`src/rtl/poly_note_player_pkg.sv`:
```
// Shared definitions for the three-voice note player: default widths,
// the rest note code and the per-voice FSM state encoding.
package poly_note_player_pkg;

  localparam int NOTE_W_DEFAULT = 6;
  localparam int DUR_W_DEFAULT  = 6;
  localparam int NUM_VOICES     = 3;

  // Note code 0 is a rest: timed like any note, but silent downstream.
  localparam int REST_NOTE = 0;

  typedef enum logic {
    IDLE    = 1'b0,
    PLAYING = 1'b1
  } voice_state_e;

endpackage

```
`src/rtl/poly_note_player_voice_timer.sv`:
```
// One voice of the note player: latches note/duration on new_note, counts
// qualifying beats (beat && play) down, and flags note_done on expiry.
// NOTE_PLAYER_DONE_HOLD_EN: when defined, note_done is held high from expiry
// until the next new_note for this voice instead of being a 1-cycle pulse.
module voice_timer
  import poly_note_player_pkg::*;
#(
  parameter int NOTE_W = NOTE_W_DEFAULT,
  parameter int DUR_W  = DUR_W_DEFAULT
) (
  input  logic              clk,
  input  logic              reset,
  input  logic              play,
  input  logic              beat,
  input  logic              new_note,
  input  logic [NOTE_W-1:0] note,
  input  logic [DUR_W-1:0]  duration,
  output logic              note_done,
  output logic              active,
  output logic [NOTE_W-1:0] cur_note
);

  voice_state_e      state, state_nxt;
  logic [NOTE_W-1:0] note_q, note_nxt;
  logic [DUR_W-1:0]  remaining, remaining_nxt;
  logic              done_q, done_nxt;

  // Next-state: a load always wins over a beat or an expiry in the same cycle,
  // so a preempted or colliding note never produces a done.
  always_comb begin
    state_nxt     = state;
    note_nxt      = note_q;
    remaining_nxt = remaining;
`ifdef NOTE_PLAYER_DONE_HOLD_EN
    done_nxt      = done_q;
`else
    done_nxt      = 1'b0;
`endif
    if (new_note) begin
      note_nxt      = note;
      remaining_nxt = duration;
      if (duration == '0) begin
        // Zero-length note completes immediately without ever going active.
        state_nxt = IDLE;
        done_nxt  = 1'b1;
      end else begin
        state_nxt = PLAYING;
        done_nxt  = 1'b0;
      end
    end else if (state == PLAYING && play && beat) begin
      if (remaining == DUR_W'(1)) begin
        // Expiry is caught at 1, so the counter never wraps below zero.
        state_nxt     = IDLE;
        remaining_nxt = '0;
        note_nxt      = NOTE_W'(REST_NOTE);
        done_nxt      = 1'b1;
      end else begin
        remaining_nxt = remaining - DUR_W'(1);
      end
    end
  end

  // State register; reset aborts any note in flight with no done.
  always_ff @(posedge clk or posedge reset) begin
    if (reset) begin
      state     <= IDLE;
      note_q    <= '0;
      remaining <= '0;
      done_q    <= 1'b0;
    end else begin
      state     <= state_nxt;
      note_q    <= note_nxt;
      remaining <= remaining_nxt;
      done_q    <= done_nxt;
    end
  end

  assign active    = (state == PLAYING);
  assign cur_note  = active ? note_q : NOTE_W'(REST_NOTE);
  assign note_done = done_q;

endmodule

```
`src/rtl/poly_note_player.sv`:
```
// Three-voice note player: times each voice's note against the beat strobe
// and returns per-voice done indications to the song reader.
// NOTE_PLAYER_DONE_HOLD_EN: level-held note_done (see voice_timer).
module poly_note_player
  import poly_note_player_pkg::*;
#(
  parameter int NOTE_W = NOTE_W_DEFAULT,
  parameter int DUR_W  = DUR_W_DEFAULT
) (
  input  logic              clk,
  input  logic              reset,
  input  logic              play,
  input  logic              beat,
  input  logic [NOTE_W-1:0] note_one,
  input  logic [NOTE_W-1:0] note_two,
  input  logic [NOTE_W-1:0] note_three,
  input  logic [DUR_W-1:0]  duration_one,
  input  logic [DUR_W-1:0]  duration_two,
  input  logic [DUR_W-1:0]  duration_three,
  input  logic              new_note_one,
  input  logic              new_note_two,
  input  logic              new_note_three,
  output logic              note_one_done,
  output logic              note_two_done,
  output logic              note_three_done,
  output logic [NOTE_W-1:0] cur_note_one,
  output logic [NOTE_W-1:0] cur_note_two,
  output logic [NOTE_W-1:0] cur_note_three,
  output logic              active_one,
  output logic              active_two,
  output logic              active_three,
  output logic              all_idle
);

  logic [NUM_VOICES-1:0][NOTE_W-1:0] note_v, cur_note_v;
  logic [NUM_VOICES-1:0][DUR_W-1:0]  dur_v;
  logic [NUM_VOICES-1:0]             new_v, done_v, active_v;

  assign note_v = {note_three, note_two, note_one};
  assign dur_v  = {duration_three, duration_two, duration_one};
  assign new_v  = {new_note_three, new_note_two, new_note_one};

  for (genvar v = 0; v < NUM_VOICES; v++) begin : g_voice
    voice_timer #(
      .NOTE_W (NOTE_W),
      .DUR_W  (DUR_W)
    ) u_voice (
      .clk       (clk),
      .reset     (reset),
      .play      (play),
      .beat      (beat),
      .new_note  (new_v[v]),
      .note      (note_v[v]),
      .duration  (dur_v[v]),
      .note_done (done_v[v]),
      .active    (active_v[v]),
      .cur_note  (cur_note_v[v])
    );
  end

  assign note_one_done   = done_v[0];
  assign note_two_done   = done_v[1];
  assign note_three_done = done_v[2];
  assign cur_note_one    = cur_note_v[0];
  assign cur_note_two    = cur_note_v[1];
  assign cur_note_three  = cur_note_v[2];
  assign active_one      = active_v[0];
  assign active_two      = active_v[1];
  assign active_three    = active_v[2];
  assign all_idle        = ~|active_v;

endmodule
```
`config.mk`:
```
export PLATFORM = sky130hd
export DESIGN_NAME = poly_note_player
export DESIGN_NICKNAME = d
export VERILOG_FILES = /design/src/rtl/poly_note_player_pkg.sv /design/src/rtl/poly_note_player_voice_timer.sv /design/src/rtl/poly_note_player.sv
export SDC_FILE = /design/constraint.sdc
export NUM_CORES = 1
export LEC_CHECK = 0
export BUFFER_PORTS_ARGS = -buffer_cell sky130_fd_sc_hd__buf_2
export CORE_ASPECT_RATIO = 1.5
export CORE_UTILIZATION = 25
export CTS_CLUSTER_SIZE = 20
export DETAILED_ROUTE_END_ITERATION = 10
export GPL_ROUTABILITY_DRIVEN = 0
export SETUP_SLACK_MARGIN = 0.5
export SYNTH_ARGS = -nofsm -noshare
export SYNTH_HDL_FRONTEND = slang
export SYNTH_SLANG_ARGS = --single-unit
```
`constraint.sdc`:
```
create_clock -name clk -period 2.3 [get_ports clk]
set_input_delay 0.23 -clock clk [delete_from_list [all_inputs] [get_ports clk]]
set_output_delay 0.23 -clock clk [all_outputs]
set_load 0.01 [all_outputs]
```
==> results of run 1 <==
==> kinds of logic (layout without fill, tap and decap cells) <==
group	Yosys count	after routing	synth area share, %
compound gates	56	56	14.81
fa+ha+maj	6	6	3.341
buf+inv	27	91	4.621
flops	42	42	46.77
mux	7	7	3.229
simple gates	123	123	27.23
==> area by class of cell <==
class / instances / area share (%)
tap: 110 / 4.733
multi-input combinational: 192 / 39.37
timing repair buffer: 70 / 12.31
sequential: 42 / 36.23
clock buffer: 5 / 4.303
inverter: 13 / 1.678
clock inverter: 3 / 1.377
==> metal layers <==
layer | track usage, % | vias up
met2 | 22.36 | 35
met5 | 0 | -
li1 | - | 1028
met3 | 2.481 | 8
met1 | 13.75 | 948
met4 | 5.455 | 0
==> registers in the layout, summed over array words and instances (netlist names) <==
signal and cells:
g_voice.u_voice.active 3, g_voice.u_voice.note_done 3, g_voice.u_voice.note_q 18, g_voice.u_voice.remaining 18
==> critical path, cell delays in order (launching register included) <==
cell     delay (ns)
dfrtp_2        0.45
or4b_4         0.54
or4_4          0.50
a21oi_2        0.13
a21o_1         0.09
==> final timing paths <==
path                                                        startpoint                                     endpoint  slack [ns]  cells after the start
setup reg to reg           g_voice[2].u_voice.remaining[0]$_DFFE_PP0P_  g_voice[2].u_voice.remaining[3]$_DFFE_PP0P_        0.54                      4
hold reg to reg               g_voice[2].u_voice.note_q[0]$_DFFE_PP0P_     g_voice[2].u_voice.note_q[0]$_DFFE_PP0P_        0.51                      2
min in group clk                                           note_two[1]     g_voice[1].u_voice.note_q[1]$_DFFE_PP0P_        0.15                      3
hold / removal                                                   reset  g_voice[2].u_voice.remaining[4]$_DFFE_PP0P_        0.13                      2
setup / recovery           g_voice[2].u_voice.remaining[0]$_DFFE_PP0P_  g_voice[2].u_voice.remaining[3]$_DFFE_PP0P_        0.54                      4
max in group asynchronous                                        reset  g_voice[2].u_voice.remaining[0]$_DFFE_PP0P_        1.53                      2
==> power groups by stage <==
stage | Clock (mW) | Sequential, mW | Combinational (mW)
global placement | 0 | 0.876 | 0.302
global route | 0.843 | 0.882 | 0.359
CTS | 0.815 | 0.866 | 0.310
detailed placement | 0 | 0.878 | 0.309
floorplan | 0 | 0.858 | 0.206
finish | 0.795 | 0.870 | 0.313
==> stage by stage <==
step	power, mW	std cells
after floorplan	1.064	261
after global placement	1.178	425
after detailed placement	1.187	425
after CTS	1.991	433
after global routing	2.084	435
final	1.979	435
==> repair_timing <==
action                                  4_1_cts  5_1_grt
pin swaps                                     0        1
hold buffers                                  0        0
endpoints found under the setup margin        9       28
gates resized for setup                       3       11
setup buffers                                 0        2
==> cell usage in the layout, fill, tap and decap left out, drive strengths merged <==
cell | netlist | routed
mux2 | 2 | 2
a21oi | 12 | 12
or3 | 1 | 1
nor4b | 1 | 1
nor4 | 8 | 8
inv | 13 | 13
or4b | 2 | 2
a221oi | 1 | 1
a2111oi | 1 | 1
clkinv | 0 | 2
nand4 | 3 | 3
mux2i | 5 | 5
and3 | 1 | 1
nand2 | 54 | 54
nor2b | 3 | 3
and2 | 18 | 18
or4 | 1 | 1
buf | 2 | 70
clkbuf | 12 | 5
nor2 | 13 | 13
nor3b | 6 | 6
a221o | 5 | 5
bufinv | 0 | 1
dfrtp | 42 | 42
a211oi | 7 | 7
ha | 6 | 6
nor3 | 6 | 6
nand3 | 5 | 5
nand3b | 1 | 1
o21ai | 29 | 29
a21o | 1 | 1
==> run_results.csv, run 1 <==
group,metric,value,unit
power,p_sw_share,26.36,%
routing,drcViolationCount,0,
routing,wl_met3,212,um
layout,nets,373,
power,power_switching,0.5216,mW
timing,worst_slack,0.5448,ns
floorplanning,io_pins,68,
synth,netlist_instances,261,
power,power_frac_comb,15.8,%
setup_path,cp_max_fo,5,
routing,routed_wl,5465,um
synth,synth_common_cells,"nand2_1, dfrtp_1, o21ai_0",
place,dpl.hpwl,4086,um
synth,synth_top_area_share,46.77,%
power,max-vdd-ir-drop,0.0002497,V
synth,synth_top_cell_by_area,"dfrtp_1",
setup_path,crit_path_end_kind,"flip-flop",
grt,track_usage,12.43,%
layout,regArea,1054,sq um
routing,drt-met1-wl,2132,um
floorplanning,fp.coreArea,8776,sq um
timing,clock.fmax,569.7,MHz
synth,yosys.cell_count.top_type,"nand2_1",
timing,fin_crit_sh,76.31,%
clock_tree,root_buffer,"clkbuf_16",
layout,syn2layout_area_growth,29.40,%
timing,tightest_slew,0.8946,ns
floorplanning,die_h,118.1,um
synth,ys_seq_elements,42,
routing,num_vias,2019,
grt,grt_pass1_wl,8949,um
setup_path,criticalPathCategory,"flip-flop to flip-flop",
clock_tree,path_clk_slew,0.06,ns
clock_tree,cts.sinks,42,
clock_tree,cts_htree_levels,2,
layout,num-fill-cells,942,
clock_tree,clock_latency,0.28,ns
timing,relSlewSlack,40.27,%
floorplanning,rows,42,
layout,multiInputGateArea,1145,sq um
power,p_clk_share,40.2,%
power,powerDensity,680.5,nW/um^2
floorplanning,die_area,9380,sq um
clock_tree,clock_path_buffers,2,
power,power_leakage,1.387,nW
routing,drt_iter0_markers,85,
grt,antenna_found_initial,0,
routing,dr.pass1.iters,5,
synth,synthesis.area,2247,sq um
grt,grt_max_degree,43,
grt,first_global_vias,1929,
layout,fin_area,2908,sq um
layout,fin_util,33.13,%
clock_tree,cts_buffers,5,
synth,synthArstFlopShare,100.0,%
timing,period_minus_slack,1.755,ns
timing,rsz0062_at_grt,"false",
synth,synth_area_leaders,"dfrtp_1, nand2_1, and2_1, o21ai_0, ha_1",
synth,synthDistinctLibCells,31,
power,power.internal,1.457,mW
synth,syn_nets,310,
synth,ys_warn_count,0,
floorplanning,dieWidth,79.41,um
clock_tree,cts_tree,"done",
synth,synth.avg_cell_area,8.610,sq um
timing,hold_ws,0.1291,ns
run_status,status,"finished clean",
synth,synth-main-ff-cell,"dfrtp_1",
timing,hold_violations,0,
layout,num_antenna_cells,0,
grt,grt_overflow,0,
timing,skew,0.005224,ns
setup_path,cp-start-kind,"flip-flop",
setup_path,arrival,1.98,ns
routing,ant_nets,0,
routing,viasPerCell,4.641,
timing,slew_violations,0,
setup_path,cp.required,2.52,ns
routing,top_layer,"met4",
routing,wl_per_cell,12.56,um
place,pre_cts_ws,0.3499,ns
synth,synth_edf_count,0,
synth,ys_seq_area_share,46.77,%
layout,drive_gt1_share,28.92,%
routing,met2_length,3015,um
worst_hold_path,hold_class,"primary input to asynchronous set/reset pin",
timing,setup_violations,0,
place,portBuffers,67,
place,dpl_cell_area,2673,sq um
timing,tns,0,ns
floorplanning,start_util,25.61,%
power,sequentialPowerShare,44.0,%
flow_run,cap_violations,0,
Power figures use the tool's default switching activity.
==> run 2, diff against run 1 <==
==> constraint.sdc (replaced) <==
create_clock -name clk -period 1.8 [get_ports clk]
set_input_delay 0.18 -clock clk [delete_from_list [all_inputs] [get_ports clk]]
set_output_delay 0.18 -clock clk [all_outputs]
set_load 0.01 [all_outputs]
==> run 2 against run 1 <==
Combinational power is 120% higher. Sequential share of layout area is 6.9 points lower. Register-to-register slack worse by 0.41 ns. Non-clock buffer count is 32 higher. Global-route usage is 1.4 points higher. Wire length is 17% higher. Clock skew is 0.0010 ns lower. Clock-buffer cell count stayed put. Power is 43% higher. Hold slack worse by 0.026 ns. First-iteration DRC count is 18% higher. Critical endpoint is now g_voice[2].u_voice.active$_DFFE_PP0P_. Highest routed layer unchanged.
==> run_results.csv, run 2 (synthesis gave the netlist of run 1 again) <==
group,metric,value,unit
run_status,status,"finished clean",
place,portBuffers,67,
grt,first_global_vias,2301,
grt,antenna_found_initial,0,
flow_run,cap_violations,0,
layout,syn2layout_area_growth,59.97,%
floorplanning,rows,42,
power,max-vdd-ir-drop,0.0003948,V
place,dp.cells,432,
worst_hold_path,min-delay-start,"note_one[0]",
setup_path,criticalPathCategory,"flip-flop to flip-flop",
floorplanning,die_h,118.1,um
timing,worst_slack,0.1359,ns
layout,layout_common_cells,"buf_2, dfrtp_1, nand2_1, buf_4, buf_6",
grt,track_usage,13.85,%
grt,grtUsageMet2,25.70,%
grt,top_usage_layer,"met2",
setup_path,arrival,1.81,ns
setup_path,r2r_start,"g_voice[2].u_voice.remaining[1]$_DFFE_PP0P_",
grt,grt_pass1_wl,10160,um
clock_tree,root_buffer,"clkbuf_16",
setup_path,cp.required,1.95,ns
grt,grt_overflow,0,
routing,ant_nets,0,
routing,dr.pass1.iters,4,
timing,slew_violations,0,
timing,tns,0,ns
worst_hold_path,hold_class,"primary input to flip-flop",
timing,relSlewSlack,55.93,%
routing,wl_per_cell,13.74,um
power,power_leakage,1.632,nW
setup_path,crit_path_end_kind,"flip-flop",
layout,fin_util,40.96,%
clock_tree,path_clk_slew,0.06,ns
clock_tree,clock_path_buffers,2,
floorplanning,dieWidth,79.41,um
routing,viasPerCell,4.803,
setup_path,rrSetupSlack,0.14,ns
layout,drive_gt1_share,51.26,%
grt,met1_usage,14.53,%
layout,final_common_cell,"buf_2",
power,powerDensity,786.9,nW/um^2
floorplanning,fp.coreArea,8776,sq um
grt,use_met3,2.248,%
timing,clock.fmax,600.9,MHz
place,pre_cts_ws,0.008600,ns
timing,rsz0062_at_grt,"true",
layout,nets,405,
floorplanning,io_pins,68,
routing,routed_wl,6415,um
worst_hold_path,min_to,"g_voice[0].u_voice.note_q[0]$_DFFE_PP0P_",
timing,hold_violations,0,
floorplanning,die_area,9380,sq um
timing,skew,0.004174,ns
clock_tree,cts_tree,"done",
clock_tree,cts.sinks,42,
routing,drt_iter0_markers,100,
timing,tightest_slew,0.6570,ns
place,dpl.hpwl,4299,um
layout,largestRegisters,"g_voice.u_voice.note_q (18), g_voice.u_voice.remaining (18)",
layout,final_cells,467,
layout,num-fill-cells,842,
timing,setup_violations,0,
worst_hold_path,min_path_cells,3,
layout,num_antenna_cells,0,
grt,grt_max_degree,30,
setup_path,worst-r2r-cell-count,6,
clock_tree,cts_htree_levels,2,
setup_path,cp-start-kind,"flip-flop",
clock_tree,cts_buffers,5,
routing,num_vias,2243,
timing,period_minus_slack,1.664,ns
setup_path,cp_max_fo,8,
routing,drcViolationCount,0,
floorplanning,start_util,25.61,%
setup_path,r2r_end,"g_voice[2].u_voice.active$_DFFE_PP0P_",
clock_tree,clock_latency,0.28,ns
timing,fin_crit_sh,92.45,%
[run 2: cell count changes in the layout (fill, tap and decap cells not counted), sizes merged]
cell,change
buf,+31
dlygate4sd3,+1
[run 2: report_power, final]
group / internal (mW) / switching, mW
Sequential: 1.03 / 0.0907
Combinational: 0.355 / 0.327
Clock: 0.656 / 0.371
[run 2: critical path, cell delays in order (launching register included)]
cell	delay, ns
dfrtp_1	0.40
inv_2	0.08
ha_4	0.13
nor3b_4	0.18
or4b_4	0.58
nand2_1	0.10
o21ai_1	0.06
[run 2: worst max path at each step]
stage          slack [ns]                                           to                                   startpoint  depth (start not counted)
2_1_floorplan        0.15  g_voice[2].u_voice.remaining[3]$_DFFE_PP0P_  g_voice[2].u_voice.remaining[0]$_DFFE_PP0P_                          4
3_3_place_gp         0.06     g_voice[2].u_voice.note_q[0]$_DFFE_PP0P_  g_voice[2].u_voice.remaining[1]$_DFFE_PP0P_                          6
3_5_place_dp        0.009     g_voice[2].u_voice.note_q[0]$_DFFE_PP0P_  g_voice[2].u_voice.remaining[1]$_DFFE_PP0P_                          6
4_1_cts              0.14     g_voice[2].u_voice.note_q[3]$_DFFE_PP0P_  g_voice[2].u_voice.remaining[1]$_DFFE_PP0P_                          6
5_1_grt              0.04     g_voice[2].u_voice.note_q[1]$_DFFE_PP0P_  g_voice[2].u_voice.remaining[1]$_DFFE_PP0P_                          6
6_report             0.14        g_voice[2].u_voice.active$_DFFE_PP0P_  g_voice[2].u_voice.remaining[1]$_DFFE_PP0P_                          6
[run 2: cell type report]
| type | instances | area (sq um) | area share (%) |
|---|---|---|---|
| timing repair buffer | 102 | 700.7 | 19.49 |
| tap | 110 | 137.6 | 3.829 |
| clock buffer | 5 | 125.1 | 3.481 |
| inverter | 13 | 48.80 | 1.357 |
| sequential | 42 | 1054 | 29.31 |
| clock inverter | 3 | 43.79 | 1.218 |
| multi-input combinational | 192 | 1485 | 41.32 |
[run 2: layer usage]
layer	up-vias	wire [um]
met1	1096	2413
met3	15	163
met2	36	3644
li1	1096	-
met4	0	194
met5	-	0
[run 2: metrics by stage]
step	instance area (sq um)	power, mW	hold slack [ns]
detailed placement	2826	1.576	0.2187
floorplan	2350	1.395	0.3007
global placement	2826	1.565	0.2346
CTS	3229	2.699	0.1062
finish	3595	2.829	0.1027
global route	3595	2.966	0.1195
[run 2: repair_timing]
item	in CTS	in global routing
resized for setup	41	60
hold buffers	1	0
buffers inserted	13	12
endpoints found under the setup margin	52	58
cloned	1	0
pin swaps	19	23
hold endpoints to repair	15	0
==> run 3, diff against run 2 <==
--- a/config.mk
+++ b/config.mk
@@ -11,6 +11,7 @@
 export CTS_CLUSTER_SIZE = 20
 export DETAILED_ROUTE_END_ITERATION = 10
 export GPL_ROUTABILITY_DRIVEN = 0
+export GPL_TIMING_DRIVEN = 0
 export SETUP_SLACK_MARGIN = 0.5
 export SYNTH_ARGS = -nofsm -noshare
 export SYNTH_HDL_FRONTEND = slang
==> run 3 against run 2 <==
Sequential share of layout area fell by 0.52 points. Die area stayed put. Utilization rose by 0.78 points. Register-to-register slack worse by 0.07 ns. Clock-buffer cell count is 1 higher. Sequential cell count unchanged. Final cell count up 2.1%. Clock power fell by 13%. First-iteration DRC count fell by 2.0%. Design area rose by 1.9%. Critical path depth rose by 1. Via count up 1.6%.
==> run_results.csv, run 3 (synthesis gave the netlist of run 1 again) <==
group,metric,value,unit
routing,dr.pass1.iters,5,
setup_path,cpMostUsedCell,"buf_6",
setup_path,crit_path_end_kind,"flip-flop",
setup_path,max_stage_delay,0.41,ns
setup_path,cp_max_fo,4,
clock_tree,cts_buffers,5,
floorplanning,fp.coreArea,8776,sq um
place,pre_cts_ws,-0.03740,ns
floorplanning,start_util,25.61,%
clock_tree,path_clk_slew,0.06,ns
setup_path,r2r_start,"g_voice[0].u_voice.remaining[0]$_DFFE_PP0P_",
setup_path,critPathCapture,"g_voice[0].u_voice.remaining[5]$_DFFE_PP0P_",
routing,wl_per_cell,14.32,um
routing,drt_iter0_markers,98,
setup_path,cp.depth,7,
flow_run,cap_violations,0,
setup_path,cp.required,2.03,ns
grt,grt_max_degree,32,
timing,fin_crit_sh,96.11,%
routing,routed_wl,6831,um
place,portBuffers,62,
clock_tree,clock_path_buffers,2,
power,power_leakage,1.653,nW
routing,wl_met3,128,um
timing,hold_violations,0,
timing,period_minus_slack,1.730,ns
run_status,status,"finished clean",
power,powerDensity,743.6,nW/um^2
clock_tree,cts_htree_levels,2,
setup_path,cpLargestDelayFamily,"simple AND/OR/NAND/NOR gates",
grt,track_usage,14.79,%
clock_tree,cts.sinks,42,
layout,num-fill-cells,831,
floorplanning,dieWidth,79.41,um
layout,syn2layout_area_growth,63.03,%
layout,fin_area,3664,sq um
layout,largestRegisters,"g_voice.u_voice.note_q (18), g_voice.u_voice.remaining (18)",
timing,hold_ws,0.09568,ns
setup_path,criticalPathCategory,"flip-flop to flip-flop",
routing,drt-met1-wl,2529,um
place,dpl_cell_area,2818,sq um
floorplanning,rows,42,
timing,skew,0.007413,ns
grt,antenna_found_initial,0,
setup_path,crit_path_start,"g_voice[0].u_voice.remaining[0]$_DFFE_PP0P_",
setup_path,arrival,1.96,ns
floorplanning,die_area,9380,sq um
timing,clock.fmax,578.1,MHz
layout,drive_gt1_share,50.95,%
layout,layout_common_cells,"buf_2, nand2_1, dfrtp_1, buf_4, buf_6",
floorplanning,io_pins,68,
setup_path,path_cells,"buf_6 -> buf_6 -> buf_4 -> nor4b_2 -> nand4_1 -> nor4_1 -> a221o_1",
timing,setup_violations,0,
grt,grt_overflow,0,
setup_path,cp-start-kind,"flip-flop",
routing,top_layer,"met4",
clock_tree,root_buffer,"clkbuf_16",
layout,final_common_cell,"buf_2",
floorplanning,die_h,118.1,um
clock_tree,cts_tree,"done",
routing,viasPerCell,4.780,
timing,slew_violations,0,
routing,num_vias,2280,
timing,tightest_slew,0.6384,ns
timing,rsz0062_at_grt,"true",
clock_tree,clock_latency,0.29,ns
power,max-vdd-ir-drop,0.0003203,V
setup_path,worst-r2r-cell-count,7,
setup_path,rrSetupSlack,0.07,ns
routing,ant_nets,0,
place,dpl.hpwl,4439,um
layout,nets,415,
setup_path,r2r_end,"g_voice[0].u_voice.remaining[5]$_DFFE_PP0P_",
worst_hold_path,hold_class,"primary input to flip-flop",
routing,drcViolationCount,0,
setup_path,path_buf_inv,3,
grt,grt_pass1_wl,10610,um
timing,worst_slack,0.07005,ns
timing,relSlewSlack,57.44,%
grt,first_global_vias,2332,
setup_path,slowest_stage,"dfrtp_2",
routing,met2_length,3996,um
layout,num_antenna_cells,0,
## run 3: tightest hold or removal path: cells and delay by family
kind,cells,cell delay [ns]
buffers and inverters,1,0.07
AND/OR/NAND/NOR,1,0.05
AO/OA/AOI/OAI,1,0.05
## run 3: power by group
part	internal, mW	switching, mW
Combinational	0.375	0.332
Clock	0.515	0.377
Sequential	1.03	0.0971
## run 3: worst min-delay path by stage
stage	start	to	slack, ns	cells after the start
floorplan	duration_three[3]	g_voice[2].u_voice.remaining[3]$_DFFE_PP0P_	0.30	1
global placement	note_two[3]	g_voice[1].u_voice.note_q[3]$_DFFE_PP0P_	0.39	3
detailed placement	reset	g_voice[0].u_voice.remaining[5]$_DFFE_PP0P_	0.15	2
CTS	note_two[2]	g_voice[1].u_voice.note_q[2]$_DFFE_PP0P_	0.1	3
global route	note_two[2]	g_voice[1].u_voice.note_q[2]$_DFFE_PP0P_	0.11	3
finish	note_one[0]	g_voice[0].u_voice.note_q[0]$_DFFE_PP0P_	0.1	3
## run 3: final cells by class
cell class	instances	area, sq um	share of cell area [%]
multi-input cells	192	1488	40.61
plain buffers	14	86.33	2.357
repair buffers	98	705.7	19.26
clock inverters	2	13.76	0.3757
clock buffers	6	128.9	3.518
flip-flops and latches	42	1055	28.79
inverters	13	48.80	1.332
well taps	110	137.6	3.757
## run 3: repair_timing
action	4_1_cts	5_1_grt
pin swaps	16	21
setup buffers	19	14
gates resized for setup	52	61
cloned	1	0
hold buffers	1	0
setup endpoints to repair	52	59
endpoints found under the hold margin	11	0
## run 3: per-stage QoR
step                util, %  total power [mW]  cells  setup TNS [ns]
CTS                   38.35             2.605    463               0
finish                41.75             2.724    477               0
floorplan                 -             1.395    261               0
global route          41.75             2.857    477        -0.01519
detailed placement    32.11             1.568    434         -0.1665
global placement      31.88             1.552    433          -3.383
## run 3: routing by layer
| layer | track usage (%) | vias up |
|---|---|---|
| met5 | 0 | - |
| met3 | 1.705 | 16 |
| met1 | 14.90 | 1120 |
| met2 | 28.34 | 36 |
| met4 | 7.955 | 0 |
| li1 | - | 1108 |
